--- src/rtl/mips_pkg.sv ---
// rtl/mips_pkg.sv - shared MIPS register-index and RegDest selector constants
//
// Purpose : constants shared by the register bank, the control unit and benches.
//   REG_ZERO/REG_SP/REG_FP/REG_RA : architectural register indices
//   SP_RESET                      : reset value of the stack pointer ($29)
//   regdest_e                     : RegDest mux selector encodings
package mips_pkg;

  localparam logic [4:0]  REG_ZERO = 5'd0;
  localparam logic [4:0]  REG_SP   = 5'd29;
  localparam logic [4:0]  REG_FP   = 5'd30;
  localparam logic [4:0]  REG_RA   = 5'd31;

  localparam logic [31:0] SP_RESET = 32'd227;

  typedef enum logic [2:0] {
    REGDST_RT     = 3'd0,
    REGDST_OFFSET = 3'd1,
    REGDST_SP     = 3'd2,
    REGDST_FP     = 3'd3,
    REGDST_RA     = 3'd4
  } regdest_e;

endpackage

--- src/rtl/registrador.sv ---
// rtl/registrador.sv - W-bit load-enable register with sync active-low reset
//
// Purpose : storage element used for each register-bank entry and for A/B.
// Ports   :
//   i_clk    in  1  rising-edge clock
//   i_resetn in  1  synchronous active-low reset (loads RST_VAL, dominates i_en)
//   i_en     in  1  load enable
//   i_d      in  W  data in
//   o_q      out W  registered data
module registrador #(
  parameter int          W       = 32,
  parameter logic [W-1:0] RST_VAL = '0
) (
  input  logic         i_clk,
  input  logic         i_resetn,
  input  logic         i_en,
  input  logic [W-1:0] i_d,
  output logic [W-1:0] o_q
);

  logic [W-1:0] r_q;

  always_ff @(posedge i_clk) begin
    if (!i_resetn) begin
      r_q <= RST_VAL;
    end else if (i_en) begin
      r_q <= i_d;
    end
  end

  assign o_q = r_q;

endmodule

--- src/rtl/banco_registradores.sv ---
// rtl/banco_registradores.sv - 32x32 MIPS register bank with A/B operand registers
//
// Purpose : general-purpose register file (one write port, two combinational
//           read ports) plus the multicycle datapath's A/B holding registers.
//           $0 reads as zero and ignores writes; $29 resets to SP_RESET.
// Build option : REG_BANK_BYPASS_EN - a same-cycle write to a read index is
//           forwarded to read_data* (and so into A/B on a same-cycle load_ab).
// Ports   :
//   clk         in  1       rising-edge clock
//   reset       in  1       synchronous active-low reset
//   reg_write   in  1       write enable
//   write_reg   in  AW      destination index (RegDest mux output)
//   write_data  in  DATA_W  write-back data
//   read_reg1   in  AW      rs index
//   read_reg2   in  AW      rt index
//   load_ab     in  1       capture read_data1/2 into A_out/B_out
//   read_data1  out DATA_W  combinational read of read_reg1
//   read_data2  out DATA_W  combinational read of read_reg2
//   A_out       out DATA_W  registered rs operand
//   B_out       out DATA_W  registered rt operand
module banco_registradores
  import mips_pkg::*;
#(
  parameter int                 DATA_W   = 32,
  parameter int                 N_REGS   = 32,
  parameter logic [DATA_W-1:0]  SP_RESET = DATA_W'(mips_pkg::SP_RESET),
  localparam int                AW       = $clog2(N_REGS)
) (
  input  logic              clk,
  input  logic              reset,
  input  logic              reg_write,
  input  logic [AW-1:0]     write_reg,
  input  logic [DATA_W-1:0] write_data,
  input  logic [AW-1:0]     read_reg1,
  input  logic [AW-1:0]     read_reg2,
  input  logic              load_ab,
  output logic [DATA_W-1:0] read_data1,
  output logic [DATA_W-1:0] read_data2,
  output logic [DATA_W-1:0] A_out,
  output logic [DATA_W-1:0] B_out
);

  logic [DATA_W-1:0] w_regs [N_REGS];

  // $0 has no storage: it is a constant zero, so writes to it vanish.
  assign w_regs[0] = '0;

  for (genvar i = 1; i < N_REGS; i++) begin : g_reg
    registrador #(
      .W      (DATA_W),
      .RST_VAL((i == int'(REG_SP)) ? SP_RESET : '0)
    ) u_reg (
      .i_clk   (clk),
      .i_resetn(reset),
      .i_en    (reg_write && (write_reg == AW'(i))),
      .i_d     (write_data),
      .o_q     (w_regs[i])
    );
  end

`ifdef REG_BANK_BYPASS_EN
  logic w_fwd1;
  logic w_fwd2;

  // Forwarding excludes $0 so the hardwired zero is never overridden.
  assign w_fwd1 = reg_write && (write_reg != '0) && (write_reg == read_reg1);
  assign w_fwd2 = reg_write && (write_reg != '0) && (write_reg == read_reg2);

  always_comb begin
    read_data1 = w_regs[read_reg1];
    read_data2 = w_regs[read_reg2];
    if (w_fwd1) read_data1 = write_data;
    if (w_fwd2) read_data2 = write_data;
  end
`else
  assign read_data1 = w_regs[read_reg1];
  assign read_data2 = w_regs[read_reg2];
`endif

  registrador #(
    .W      (DATA_W),
    .RST_VAL('0)
  ) u_reg_a (
    .i_clk   (clk),
    .i_resetn(reset),
    .i_en    (load_ab),
    .i_d     (read_data1),
    .o_q     (A_out)
  );

  registrador #(
    .W      (DATA_W),
    .RST_VAL('0)
  ) u_reg_b (
    .i_clk   (clk),
    .i_resetn(reset),
    .i_en    (load_ab),
    .i_d     (read_data2),
    .o_q     (B_out)
  );

endmodule
--- config.mk ---
export PLATFORM = sky130hd
export DESIGN_NAME = banco_registradores
export DESIGN_NICKNAME = d
export VERILOG_FILES = /design/src/rtl/mips_pkg.sv /design/src/rtl/registrador.sv /design/src/rtl/banco_registradores.sv
export SDC_FILE = /design/constraint.sdc
export NUM_CORES = 2
export LEC_CHECK = 0
export ABC_CLOCK_PERIOD_IN_PS = 1900
export BUFFER_PORTS_ARGS = -buffer_cell sky130_fd_sc_hd__buf_2
export CORE_MARGIN = 10
export CORE_UTILIZATION = 42
export DETAILED_ROUTE_END_ITERATION = 8
export PLACE_DENSITY = 0.67
export SETUP_SLACK_MARGIN = 0.4
export SYNTH_ARGS = -nofsm -noshare
export SYNTH_HDL_FRONTEND = slang
export SYNTH_SLANG_ARGS = --single-unit
--- constraint.sdc ---
create_clock -name clk -period 1.9 [get_ports clk]
set_input_delay 0.38 -clock clk [delete_from_list [all_inputs] [get_ports clk]]
set_output_delay 0.38 -clock clk [all_outputs]
set_load 0.01 [all_outputs]
# == Word-level counts from Yosys, hierarchy flattened ==
# Cells that the tools add are included.
# word_totals
reg_bits,1056
in_bits,51
word_cells,105
# classes
magnitude_cmp,2
n_eq_ne,31
n_mux,6
bitwise,2
n_reduce_logical,31
# ops
cell,count
$bmux 32 s5,2
$mux 32,4
$eq 5x5->1 const B,16
$eq 5x4->1 const B,8
$logic_and 1x1->1,31
$eq 5x3->1 const B,4
$ge 6x6->1 const B,2
$not 5->6,2
$eq 5x2->1 const B,2
$eq 5x1->1 const B,1

# == Depth between registers and ports, before layout ==
# logic_depth
depth_word,4
mapped_depth,9

# == Hierarchy ==
# From an unflattened synthesis, not the netlist that was laid out.
# hier_totals
cells_unflattened,4861
area_unflattened_um2,57381.3
# by_module_without_submodules
mod,instances,cells_each,area_per_inst_um2,seq_area_each_um2
registrador at g_reg[10].u_reg ...,32,103,1243.7,640.6
banco_registradores,1,1462,16351.9,0.0
registrador at g_reg[29].u_reg,1,103,1231.2,640.6

# == Least setup slack after synthesis ==
# OpenSTA, ideal clock, no wires.
# synth_timing
path_kind,input to output
from,in read_reg1[0]
to,out read_data1[0]
arrival_ps,1739
t_required_ps,1520
setup_slack_ps,-219
cell_stages,8
path_buffers,4
path_cell_list,buf_2 > and2_1 > buf_2 > buf_6 > buf_2 > a22oi_1 > a21oi_1 > nor4_2
# synth_via
elab_chain_len,4
# synth_rtl
item,line_no,rtl
from (decl),banco_registradores.sv:34,"input logic [AW-1:0] read_reg1,"
$not 5->6 (implied by the code),banco_registradores.sv:76,assign read_data1 = w_regs[read_reg1];
$bmux 32 s5,banco_registradores.sv:76,
$mux 32 (implied by the code) (2 in series),banco_registradores.sv:76,
to (decl),banco_registradores.sv:37,"output logic [DATA_W-1:0] read_data1,"
# Every way passes these cells. The select of a mux whose other input is x is not followed.

# == Worst setup path after layout ==
# layout_timing
from,reg g_reg[19].u_reg.r_q[21]
to,out read_data2[21]
# layout_via
elab_chain_len,3
# layout_rtl
item,line_no,rtl
from (decl),registrador.sv:21,logic [W-1:0] r_q;
from (signal assigned),registrador.sv:27,r_q <= i_d;
$bmux 32 s5,banco_registradores.sv:77,assign read_data2 = w_regs[read_reg2];
$mux 32 (implied by the code) (2 in series),banco_registradores.sv:77,
to (decl),banco_registradores.sv:38,"output logic [DATA_W-1:0] read_data2,"
# Every way passes these cells. The select of a mux whose other input is x is not followed.

==> run metrics <==
via/cell ratio 6.15; post-synth top area share 0.378; mapped cell area about 56000 um2; top sig layer met5; period utilisation layout 1.45; origin of the critical flop-to-flop path g_reg[1].u_reg.o_q[30]; clock latency on the worst-skew pair 0.78 ns; status finished, violations left; Root Buffer clkbuf_16; Avg Synthesized Cell Area 8.48 um2; Critical path origin g_reg[19].u_reg.o_q[21]; vias in the first global route 53000; WL per Instance around 27 um; skew final 0.0568 ns; Post-Syn Nets between 6000 and 7000; post-detail-place hpwl 156000 um; RSZ-0062 raised after global routing yes; Final TNS setup -46.05 ns; final net count around 7200; met1 WL 92900 um; Slew HR 0.475; Remaining DRCs 0; Critical Path Sink Type output pin; Tmin final 2.75 ns; CP arrival 2.37 ns; Unique masters post-synth 30; Post-Place Cells around 8600; Seq/Total Area, Yosys 0.378; Peak VDD IR between 0.0007 and 0.0008 V; commonest cells in the netlist nand2_1, dfxtp_1, a21boi_0; DIE WIDTH roughly 380 um; CP max FO 2; largest net degree at the start of global routing 131; P&R area growth vs syn 31.7%; met3 WL 29400 um; CP dominant cell by count buf_4; Starting Density 0.424; post-synthesis simple-gate area fraction 0.158; 1st-iter DRT viols about 7600; fraction of registers with async set or reset after synthesis 0; total gr overflow 0; top cell type by total area after synthesis dfxtp_1; Slew @ Worst Pin 0.787 ns; Rows 133; die footprint 148000 um2; power density over cell area 745 nW/um2; # Max-Cap Violations 0; first-pass GRT wire length 348000 um; clk buf depth 3; GRT Total Usage 0.308; Max Slew Vio Count 0; Vias 55300; reg2reg end u_reg_a.o_q[30]; Post-synth EDFFs 0; multiplexer share of the synthesized area 0.173; Leak Pwr 0.0278 uW; initial antenna violation count 20; # H-tree levels 3; Synth area leaders dfxtp_1, mux2i_1, nand2_1; CTS Sinks 1056; final std cells w/o fill roughly 9000; CP Cell Sequence buf_4 > mux2i_1 > a22oi_2 > a21oi_2 > nor4_4 > buf_4 > buf_6; DRT Pass-1 Iters 8; WL met2 roughly 100000 um; crit-path max cell delay ~0.40 ns; I/O pin count 179; synth warn 0; fin worst setup slack -0.846 ns; CP top delay family simple AND/OR/NAND/NOR gates; CTS tree yes; worst r2r path cells 9; final wirelength approximately 240000 um; share of layout cells above drive strength 1 0.282; crit path to read_data2[21]; # port buffers 178; slowest stage cell on the critical path nor4_4; core area 132000 um2; WP buf/inv 3; Antenna Violating Nets Remaining 0; Max Clock Freq approximately 0.36 GHz; synthesized flop and latch total ~1100; xor/xnor share of the synthesized area 0; main combinational cell family by area after synthesis compound AO/OA/AOI/OAI gates; worst min-delay path category input pin to flop; crit start category flop; Post-Syn Instances about 6600; compound-cell area share of the yosys netlist 0.233; Critical Path Stages 7; Req. time, crit path 1.52 ns; failing checks setup timing; Worst R2R Setup Slack 0.04 ns; Synth Flop Type dfxtp_1; top-count cell post-synth nand2_1; total CTS buffers 114; fillcell total 11100; Crit Path Category flop to output pin; Clk pin slew, worst setup/hold paths 0.06 ns; Final setup viols 64; Hold Vio Cnt, Final 0; Die H 385 um; routability cong. slightly below 1; Design Power approximately 55000 uW; Adder-Cell Fraction of Synth Area 0
power breakdown:
group          switching (uW)  internal [uW]  leakage [uW]
Clock                   10100          14100       0.00200
Combinational            4570           3440        0.0172
Sequential                203          22400       0.00866
layout by cell type (no fill, tap or decap), types with 20 or more instances in the layout:
cell / Yosys / routed
mux2_4: 0 / 54
buf_4: 35 / 594
clkbuf_16: 0 / 119
a22oi_1: 384 / 291
clkinv_2: 0 / 21
a221o_1: 64 / 60
buf_12: 2 / 206
a21boi_0: 987 / 987
nand2_2: 0 / 22
a22oi_2: 0 / 93
a221oi_2: 0 / 55
dfxtp_1: 1056 / 775
clkbuf_8: 0 / 31
nor2_4: 0 / 26
clkbuf_1: 470 / 20
dfxtp_2: 0 / 273
a21oi_1: 192 / 96
buf_2: 70 / 86
nand2_1: 2015 / 1993
mux2i_1: 896 / 871
a21oi_2: 0 / 90
nor4_4: 0 / 64
buf_6: 57 / 154
a22o_1: 64 / 64
area by class of cell:
type | instances | area [um2] | area share
well taps | 1755 | 2200 | 0.0298
clock inverters | 48 | 679 | 0.00923
multi-input cells | 4885 | 34300 | 0.466
flip-flops and latches | 1056 | 21500 | 0.292
repair buffers | 1072 | 11500 | 0.157
diodes | 12 | 30.0 | 0.000408
clock buffers | 166 | 3380 | 0.0459
through the flow:
stage / utilization / setup WS (ns) / instance area, um2 / hold WS [ns]
global route: 0.558 / -0.878 / 73600 / 0.138
CTS: 0.546 / -0.856 / 72000 / 0.0888
global placement: 0.491 / -1.19 / 64700 / 0.451
detailed placement: 0.491 / -1.18 / 64700 / 0.450
floorplan: - / -0.209 / 56500 / 0.450
finish: 0.558 / -0.846 / 73600 / 0.122
worst reg2reg max path, stage by stage (launching register included):
cell and delay [ns]:
dfxtp_2 0.33, mux2_4 0.27, a221oi_2 0.23, buf_4 0.15
a221o_1 0.18, nor4_4 0.05, buf_4 0.14, buf_6 0.10
buf_6 0.10, a22o_1 0.20
flip-flops by register name, indices dropped and copies added (netlist names):
name and flops:
g.u_reg.o_q 992, u_reg_b.o_q 32, u_reg_a.o_q 32
cell families after synthesis:
kind of cell | Yosys count
buffers and inverters | 656
flip-flops | 1056
multiplexers | 960
AO/OA/AOI/OAI | 1755
AND/OR/NAND/NOR | 2170
per-layer routing:
layer | up-vias | track usage
li1 | 24100 | -
met1 | 26500 | 0.394
met2 | 3710 | 0.463
met3 | 1008 | 0.0790
met4 | 6 | 0.189
met5 | - | 0
worst min path at each step:
stage | startpoint | to | slack, ns | cells after the start
after global placement | u_reg_a.o_q[12] | u_reg_a.o_q[12] | 0.45 | 1
final | write_data[21] | g_reg[29].u_reg.o_q[21] | 0.12 | 3
after detailed placement | u_reg_b.o_q[26] | u_reg_b.o_q[26] | 0.45 | 1
after CTS | write_data[18] | g_reg[1].u_reg.o_q[18] | 0.09 | 3
after floorplan | g_reg[3].u_reg.o_q[0] | g_reg[3].u_reg.o_q[0] | 0.45 | 2
after global routing | write_data[18] | g_reg[1].u_reg.o_q[18] | 0.14 | 3
repair_timing:
action,CTS,global route
hold buffers,1,0
gates cloned,6,7
pin swaps,129,155
endpoints found under the setup margin,192,197
setup buffers,75,47
endpoints found under the hold margin,9,0
resized for setup,601,295
Power figures use the tool's default switching activity.
